--- config.mk ---
export PLATFORM = sky130hd
export DESIGN_NAME = rst_sync_seq
export DESIGN_NICKNAME = d
export VERILOG_FILES = /design/src/rtl/rst_seq_defs.sv /design/src/rtl/rst_sync_chain.sv /design/src/rtl/rst_sync_seq.sv
export SDC_FILE = /design/constraint.sdc
export NUM_CORES = 1
export LEC_CHECK = 0
export ABC_AREA = 1
export CORE_UTILIZATION = 40
export CTS_CLUSTER_SIZE = 28
export DETAILED_ROUTE_END_ITERATION = 6
export PLACE_DENSITY = 0.55
export SLEW_MARGIN = 0
export SYNTH_ARGS = -nofsm -noshare
export SYNTH_HDL_FRONTEND = slang
export SYNTH_SLANG_ARGS = --single-unit
--- constraint.sdc ---
create_clock -name CLK -period 3.34 [get_ports CLK]
set_clock_uncertainty 0.2 [all_clocks]
set_input_delay 0.668 -clock CLK [delete_from_list [all_inputs] [get_ports CLK]]
set_output_delay 0.668 -clock CLK [all_outputs]
set_load 0.05 [all_outputs]
--- src/rtl/rst_seq_defs.sv ---
// Shared definitions for the reset synchroniser/sequencer: FSM states,
// width helpers and the parameter legality check.
package rst_seq_defs;

   typedef enum logic [1:0] {
      WAIT_SYNC = 2'd0,
      HOLD      = 2'd1,
      RELEASE   = 2'd2,
      DONE      = 2'd3
   } seq_state_e;

   function automatic int clog2(input int value);
      int r;
      r = 0;
      for (int v = 1; v < value; v = v * 2) r++;
      return r;
   endfunction

   function automatic int max2(input int a, input int b);
      return (a > b) ? a : b;
   endfunction

   function automatic bit params_legal(input int num_stages, input int num_ch,
                                       input int min_assert, input int gap_cycles);
      return (num_stages >= 2) && (num_ch >= 1) && (min_assert >= 1) && (gap_cycles >= 1);
   endfunction

endpackage

--- src/rtl/rst_sync_chain.sv ---
// Async-assert / sync-deassert shift chain; rdy rises on edge NUM_STAGES
// after RST falls.
module rst_sync_chain #(
   parameter int NUM_STAGES = 2
) (
   input  logic CLK,
   input  logic RST,
   output logic rdy,
   output logic rdy_next
);

   logic [NUM_STAGES-1:0] sync_q;
   logic [NUM_STAGES-1:0] sync_d;

   always_comb begin
      sync_d = {sync_q[NUM_STAGES-2:0], 1'b1};
   end

   always_ff @(posedge CLK or posedge RST) begin
      if (RST) sync_q <= '0;
      else     sync_q <= sync_d;
   end

   // rdy_next is the value the last stage takes on the coming edge
   assign rdy      = sync_q[NUM_STAGES-1];
   assign rdy_next = sync_d[NUM_STAGES-1];

endmodule

--- src/rtl/rst_sync_seq.sv ---
// Reset sequencer: holds NUM_CH active-low resets, then releases them one by
// one GAP_CYCLES apart; a software request re-runs the whole sequence.
//
// state     | meaning
// WAIT_SYNC | waiting for the synchronised deassertion of RST
// HOLD      | all channels asserted for MIN_ASSERT edges
// RELEASE   | releasing channel idx after GAP_CYCLES edges
// DONE      | all channels released, outputs held
module rst_sync_seq
   import rst_seq_defs::*;
#(
   parameter int NUM_STAGES = 2,
   parameter int NUM_CH     = 4,
   parameter int MIN_ASSERT = 4,
   parameter int GAP_CYCLES = 8
) (
   input  logic              CLK,
   input  logic              RST,
   input  logic              SW_RST_REQ,
   output logic              SW_RST_ACK,
   output logic [NUM_CH-1:0] SYNC_RST,
   output logic              RST_DONE
);

   localparam int CNT_W = clog2(max2(MIN_ASSERT, GAP_CYCLES)) + 1;
   localparam int IDX_W = clog2(NUM_CH + 1);
   localparam logic [CNT_W-1:0] HOLD_TC  = CNT_W'(MIN_ASSERT - 1);
   localparam logic [CNT_W-1:0] GAP_TC   = CNT_W'(GAP_CYCLES - 1);
   localparam logic [IDX_W-1:0] LAST_IDX = IDX_W'(NUM_CH - 1);

   if (!params_legal(NUM_STAGES, NUM_CH, MIN_ASSERT, GAP_CYCLES)) begin : g_illegal_params
      $error("rst_sync_seq: illegal parameter set");
   end

   logic rdy;
   logic rdy_next;

   rst_sync_chain #(.NUM_STAGES(NUM_STAGES)) u_sync_chain (
      .CLK      (CLK),
      .RST      (RST),
      .rdy      (rdy),
      .rdy_next (rdy_next)
   );

   seq_state_e        state_q, state_d;
   logic [CNT_W-1:0]  cnt_q, cnt_d;
   logic [IDX_W-1:0]  idx_q, idx_d;
   logic [NUM_CH-1:0] sync_rst_q, sync_rst_d;
   logic              rst_done_q, rst_done_d;
   logic              sw_ack_q, sw_ack_d;

   always_comb begin
      state_d    = state_q;
      cnt_d      = cnt_q;
      idx_d      = idx_q;
      sync_rst_d = sync_rst_q;
      rst_done_d = rst_done_q;
      sw_ack_d   = 1'b0;

      unique case (state_q)
         // leave on the same edge that rdy rises
         WAIT_SYNC: begin
            if (rdy_next) begin
               state_d = HOLD;
               cnt_d   = '0;
            end
         end
         HOLD: begin
            if (cnt_q == HOLD_TC) begin
               sync_rst_d[0] = 1'b1;
               cnt_d         = '0;
               if (NUM_CH == 1) begin
                  rst_done_d = 1'b1;
                  state_d    = DONE;
               end else begin
                  idx_d   = IDX_W'(1);
                  state_d = RELEASE;
               end
            end else begin
               cnt_d = cnt_q + CNT_W'(1);
            end
         end
         RELEASE: begin
            if (cnt_q == GAP_TC) begin
               for (int i = 0; i < NUM_CH; i++) begin
                  if (idx_q == IDX_W'(i)) sync_rst_d[i] = 1'b1;
               end
               cnt_d = '0;
               if (idx_q == LAST_IDX) begin
                  rst_done_d = 1'b1;
                  state_d    = DONE;
               end else begin
                  idx_d = idx_q + IDX_W'(1);
               end
            end else begin
               cnt_d = cnt_q + CNT_W'(1);
            end
         end
         DONE: begin
         end
         default: state_d = WAIT_SYNC;
      endcase

      // software restart overrides any progress once the chain is ready
      if (SW_RST_REQ && rdy && (state_q != WAIT_SYNC)) begin
         sync_rst_d = '0;
         rst_done_d = 1'b0;
         sw_ack_d   = 1'b1;
         state_d    = HOLD;
         cnt_d      = '0;
         idx_d      = '0;
      end
   end

   always_ff @(posedge CLK or posedge RST) begin
      if (RST) begin
         state_q    <= WAIT_SYNC;
         cnt_q      <= '0;
         idx_q      <= '0;
         sync_rst_q <= '0;
         rst_done_q <= 1'b0;
         sw_ack_q   <= 1'b0;
      end else begin
         state_q    <= state_d;
         cnt_q      <= cnt_d;
         idx_q      <= idx_d;
         sync_rst_q <= sync_rst_d;
         rst_done_q <= rst_done_d;
         sw_ack_q   <= sw_ack_d;
      end
   end

   assign SYNC_RST   = sync_rst_q;
   assign RST_DONE   = rst_done_q;
   assign SW_RST_ACK = sw_ack_q;

endmodule

# Yosys cells after proc, flatten, opt, wreduce, memory -nomap -nowiden
# Index checks and enable logic that the tools add are counted.
totals:
  register_bits: 17
  inputBits: 3
  output_inout_bits: 6
  wordCells: 73
op_classes:
  n_addsub: 2
  eq_ne: 13
  muxes: 29
  n_reduce_logical: 19
op_table:
  columns: ["cell", "count"]
  rows:
  - ["two-way mux 4 bit", 6]
  - ["two-way mux 3 bit", 5]
  - ["inequality test 3 bit (second input constant)", 5]
  - ["case mux 4 bit (3 select lines)", 1]
  - ["nonzero test 2 bit", 6]
  - ["two-way mux 2 bit", 5]
  - ["two-way mux 1 bit", 9]
  - ["AND reduction 3 bit", 3]
  - ["AND reduction 4 bit", 2]
  - ["equality test 3 x 2 -> 1 bit (second input constant)", 2]
  - ["case mux 2 bit (3 select lines)", 1]
  - ["case mux 3 bit (2 select lines)", 1]
  - ["AND reduction 5 bit", 1]
  - ["adder 4 x 1 -> 4 bit (second input constant)", 1]
  - ["equality test 4 x 2 -> 1 bit (second input constant)", 1]
  - ["equality test 4 x 3 -> 1 bit (second input constant)", 1]
  - ["nonzero test 4 bit", 1]
  - ["adder 3 x 1 -> 3 bit (second input constant)", 1]
  - ["equality test 3 x 1 -> 1 bit (second input constant)", 1]
  - ["zero test 3 bit", 1]
  - ["inequality test 3 x 2 -> 1 bit (second input constant)", 1]
  - ["nonzero test 3 bit", 1]
  - ["equality test 2 x 1 -> 1 bit (second input constant)", 1]
  - ["equality test 2 bit (second input constant)", 1]
  - ["other kinds (4)", 5]

# Depth between registers and ports, before layout
depth:
  word_depth: 5
  depth_mapped: 10
  ltp_nobuf: 10

# Hierarchy
# A second synthesis with hierarchy kept.
unflattened:
  cells_unflattened: 117
  area_unflattened_um2: 957.2
by_module_without_submodules:
  columns: ["module", "n_inst", "cells_each", "area_each_um2", "seq_area_each_um2"]
  rows:
  - ["rst_sync_seq", 1, 113, 899.6, 350.3]
  - ["rst_sync_chain", 1, 4, 57.6, 50.0]

# Least setup slack after synthesis
# Ideal clock, no wire load.
synth_timing:
  path_kind: "register -> output"
  startpoint: "register sync_rst_q[3] (netlist: SYNC_RST[3])"
  endpoint: "output SYNC_RST[3]"
  arrival_time_ns: 0.904
  t_required_ns: 2.472
  path_slack_ns: 1.568
  path_stages_with_launch: 2
  path_buffers: 1
  cell_sequence: "dfrtp_1 -> buf_4"
synth_rtl:
  columns: ["item", "line_no", "source"]
  rows:
  - ["start: declaration", "rst_sync_seq.sv:48", "logic [NUM_CH-1:0] sync_rst_q, sync_rst_d;"]
  - ["start signal: assignment", "rst_sync_seq.sv:127", "sync_rst_q <= sync_rst_d;"]
  - ["end: declaration", "rst_sync_seq.sv:21", "output logic [NUM_CH-1:0] SYNC_RST,"]
# No word-level cell between the ends.

# Worst setup path after layout
layout_timing:
  startpoint: "register sync_rst_q[3] (netlist: SYNC_RST[3])"
  endpoint: "output SYNC_RST[3]"
# No word-level cell between the ends.

==> flow_metrics.py <==
metrics = {
    "min_path": {
        "holdCritPathClass": "reg2reg",
        "hp-start": "u_sync_chain.sync_q[0]",
        "holdPathStages": 0,
        "min_to": "u_sync_chain.sync_q[1]",
    },
    "setup_path": {
        "reg2reg_from": "state_q[0]",
        "setup.worst_path.start_class": "flop",
        "critical_path.max_fanout": 3,
        "crit_type": "reg2out",
        "end_kind": "output port",
        "cpLargestDelayFamily": "buffers and inverters",
        "crit_required_ns": 2.47,
        "worst_r2r_path_depth": 8,
        "critPathBufInv": 1,
        "r2r_slack_ns": 1.61,
        "cp.arrival_ns": 1.49,
        "r2r_end": "idx_q[2]",
        "max_stage_delay_ns": 0.81,
        "worstPathCellList": "clkdlybuf4s50_1",
        "cpMaxStageDelayCell": "clkdlybuf4s50_1",
    },
    "status": {
        "outcome": "finished, final reports clean",
    },
    "cells_and_area": {
        "most-common-layout-cells": "nand2_1 (26), inv_1 (17), dfrtp_1 (16)",
        "drive_gt1_share_pct": 11.72,
        "final_cell_count_no_fill": 156,
        "final_area_sq_um": 1105,
        "antenna_cells": 0,
        "fillCellCount": 225,
        "final_common_cell": "nand2_1",
        "fin_nets": 143,
        "area_growth_syn_to_layout_pct": 14.08,
    },
    "logic_synthesis": {
        "netlist_instances": 118,
        "ys_seq_area_share_pct": 41.34,
        "synth_cell_type_count": 19,
        "syn-num-nets": 132,
        "ys_ff_latch": 16,
        "synth.avg_cell_area_sq_um": 8.207,
        "yosysWarnings": 0,
        "syn_area_sq_um": 968.4,
    },
    "route": {
        "via_per_inst": 4.936,
        "wl_um": 1708,
        "num_vias": 770,
        "route.detailed.drc": 0,
        "drtIter0Drc": 10,
        "ant_nets": 0,
        "post_drt_wl_per_cell_um": 10.95,
        "detail_route.first_pass.iterations": 5,
    },
    "floorplanning": {
        "dieArea_sq_um": 2622,
        "core_area_sq_um": 2255,
        "num_io_pins": 9,
        "die_x_um": 51.21,
        "rows": 17,
        "die_h_um": 51.21,
        "initial_core_util_pct": 42.95,
    },
    "clocking": {
        "htreeDepth": 1,
        "cts_num_sinks": 16,
        "clk_pin_slew_worst_paths_ns": 0.09,
        "cts-root-buf": "clkbuf_4",
        "hold_buffers": 0,
        "clockBufferDepth": 2,
        "clock_latency_ns": 0.29,
        "cts_tree": "done",
        "cts_buffers": 3,
        "cts_setup_buffers": 0,
        "ctsResizeCount": 0,
    },
    "power": {
        "leakage_nw": 0.5537,
        "powerDensity_nw_per_um2": 798.6,
        "ir_worst_vdd_mv": 0.3881,
    },
    "grt": {
        "overflow": 0,
        "grt_pass1_vias": 732,
        "grt_pass1_wl_um": 3070,
        "grt_max_degree": 17,
        "antenna_found_initial": 0,
        "grt_util_all_layers_pct": 16.13,
    },
    "sta": {
        "fmax_ghz": 0.4241,
        "tns_ns": 0,
        "setup_slack_ns": 0.9820,
        "rsz0062_at_grt": "no",
        "hold_ws_ns": 0.1902,
        "maxSlewViolCount": 0,
        "setup_viol": 0,
        "relSlewSlack_pct": 61.08,
        "tightestPinTransition_ns": 0.5832,
        "hold_viol": 0,
        "fin_crit_ns": 2.358,
        "finalCritPeriodShare_pct": 70.60,
    },
    "flow_run": {
        "drv_cap": 0,
    },
    "placement": {
        "place_inst": 152,
        "portBuffers": 8,
        "finalWeightedCongestion": 0.8335,
        "hpwlAfterDp_um": 1318,
        "placed_area_sq_um": 1069,
        "pre_cts_ws_ns": 1.162,
    },
}
[cell families (layout without fill, tap and decap cells)]
kind of cell | Yosys count | count (layout) | share of synthesized area (%)
simple gates | 57 | 57 | 27.13
buf+inv | 20 | 30 | 8.526
flops | 16 | 16 | 41.34
compound gates | 13 | 13 | 8.398
fa+ha+maj | 11 | 11 | 14.21
other cells | 1 | 1 | 0.3872
[stage by stage]
| stage | total power [mW] | utilization (%) |
|---|---|---|
| finish | 0.8823 | 49.00 |
| global route | 0.9749 | 49.00 |
| CTS | 0.8928 | 49.00 |
| detailed placement | 0.7585 | 47.39 |
| global placement | 0.7590 | 47.39 |
| floorplan | 0.6633 | - |
[worst max path at each step]
stage	from	to	slack (ns)	cells after the start
after global routing	SYNC_RST[3]	SYNC_RST[3]	0.93	1
after detailed placement	SW_RST_REQ	state_q[0]	1.16	8
after CTS	SYNC_RST[3]	SYNC_RST[3]	0.97	1
final	SYNC_RST[3]	SYNC_RST[3]	0.98	1
after floorplan	SYNC_RST[3]	SYNC_RST[3]	1.57	1
after global placement	SW_RST_REQ	state_q[0]	1.17	8
[synthesized netlist by cell type (all sizes together)]
master	number	share of area (%)
nand2	31	13
inv	18	7.0
dfrtp	16	41
nand3	13	7.8
ha	11	14
nor2	10	4.4
a21oi	7	4.8
a31oi	2	1.3
buf	2	1.5
nor3	2	1.0
o21ai	2	1.0
o22ai	2	1.3
conb	1	0.39
nand4	1	0.65
[registers in the layout, indices dropped and copies added, names as in the netlist]
register	flops
SW_RST_ACK	1
SYNC_RST	4
cnt_q	4
idx_q	3
state_q	2
u_sync_chain.sync_q	2
[layout make-up]
cell class              instances  area [sq um]  area share [%]
multi-input cells              82         485.5           43.94
inverters                      18         67.56           6.116
well taps                      28         35.03           3.171
clock buffers                   4         36.28           3.284
repair buffers                  8         80.08           7.248
flip-flops and latches         16         400.4           36.24
[metal layers]
| layer | GRT usage, % | wire length, um | vias up |
|---|---|---|---|
| met2 | 24.34 | 790 | 14 |
| met3 | 1.786 | 53 | 5 |
| li1 | - | - | 394 |
| met5 | 0 | 0 | - |
| met1 | 21.47 | 815 | 357 |
| met4 | 11.11 | 48 | 0 |
[where the power goes]
group	switching [mW]	internal [mW]	leakage, nW
Clock	0.0628	0.0665	0.0210
Sequential	0.0338	0.236	0.208
Combinational	0.317	0.166	0.324
Note: power is estimated with default switching activity, not from simulation.
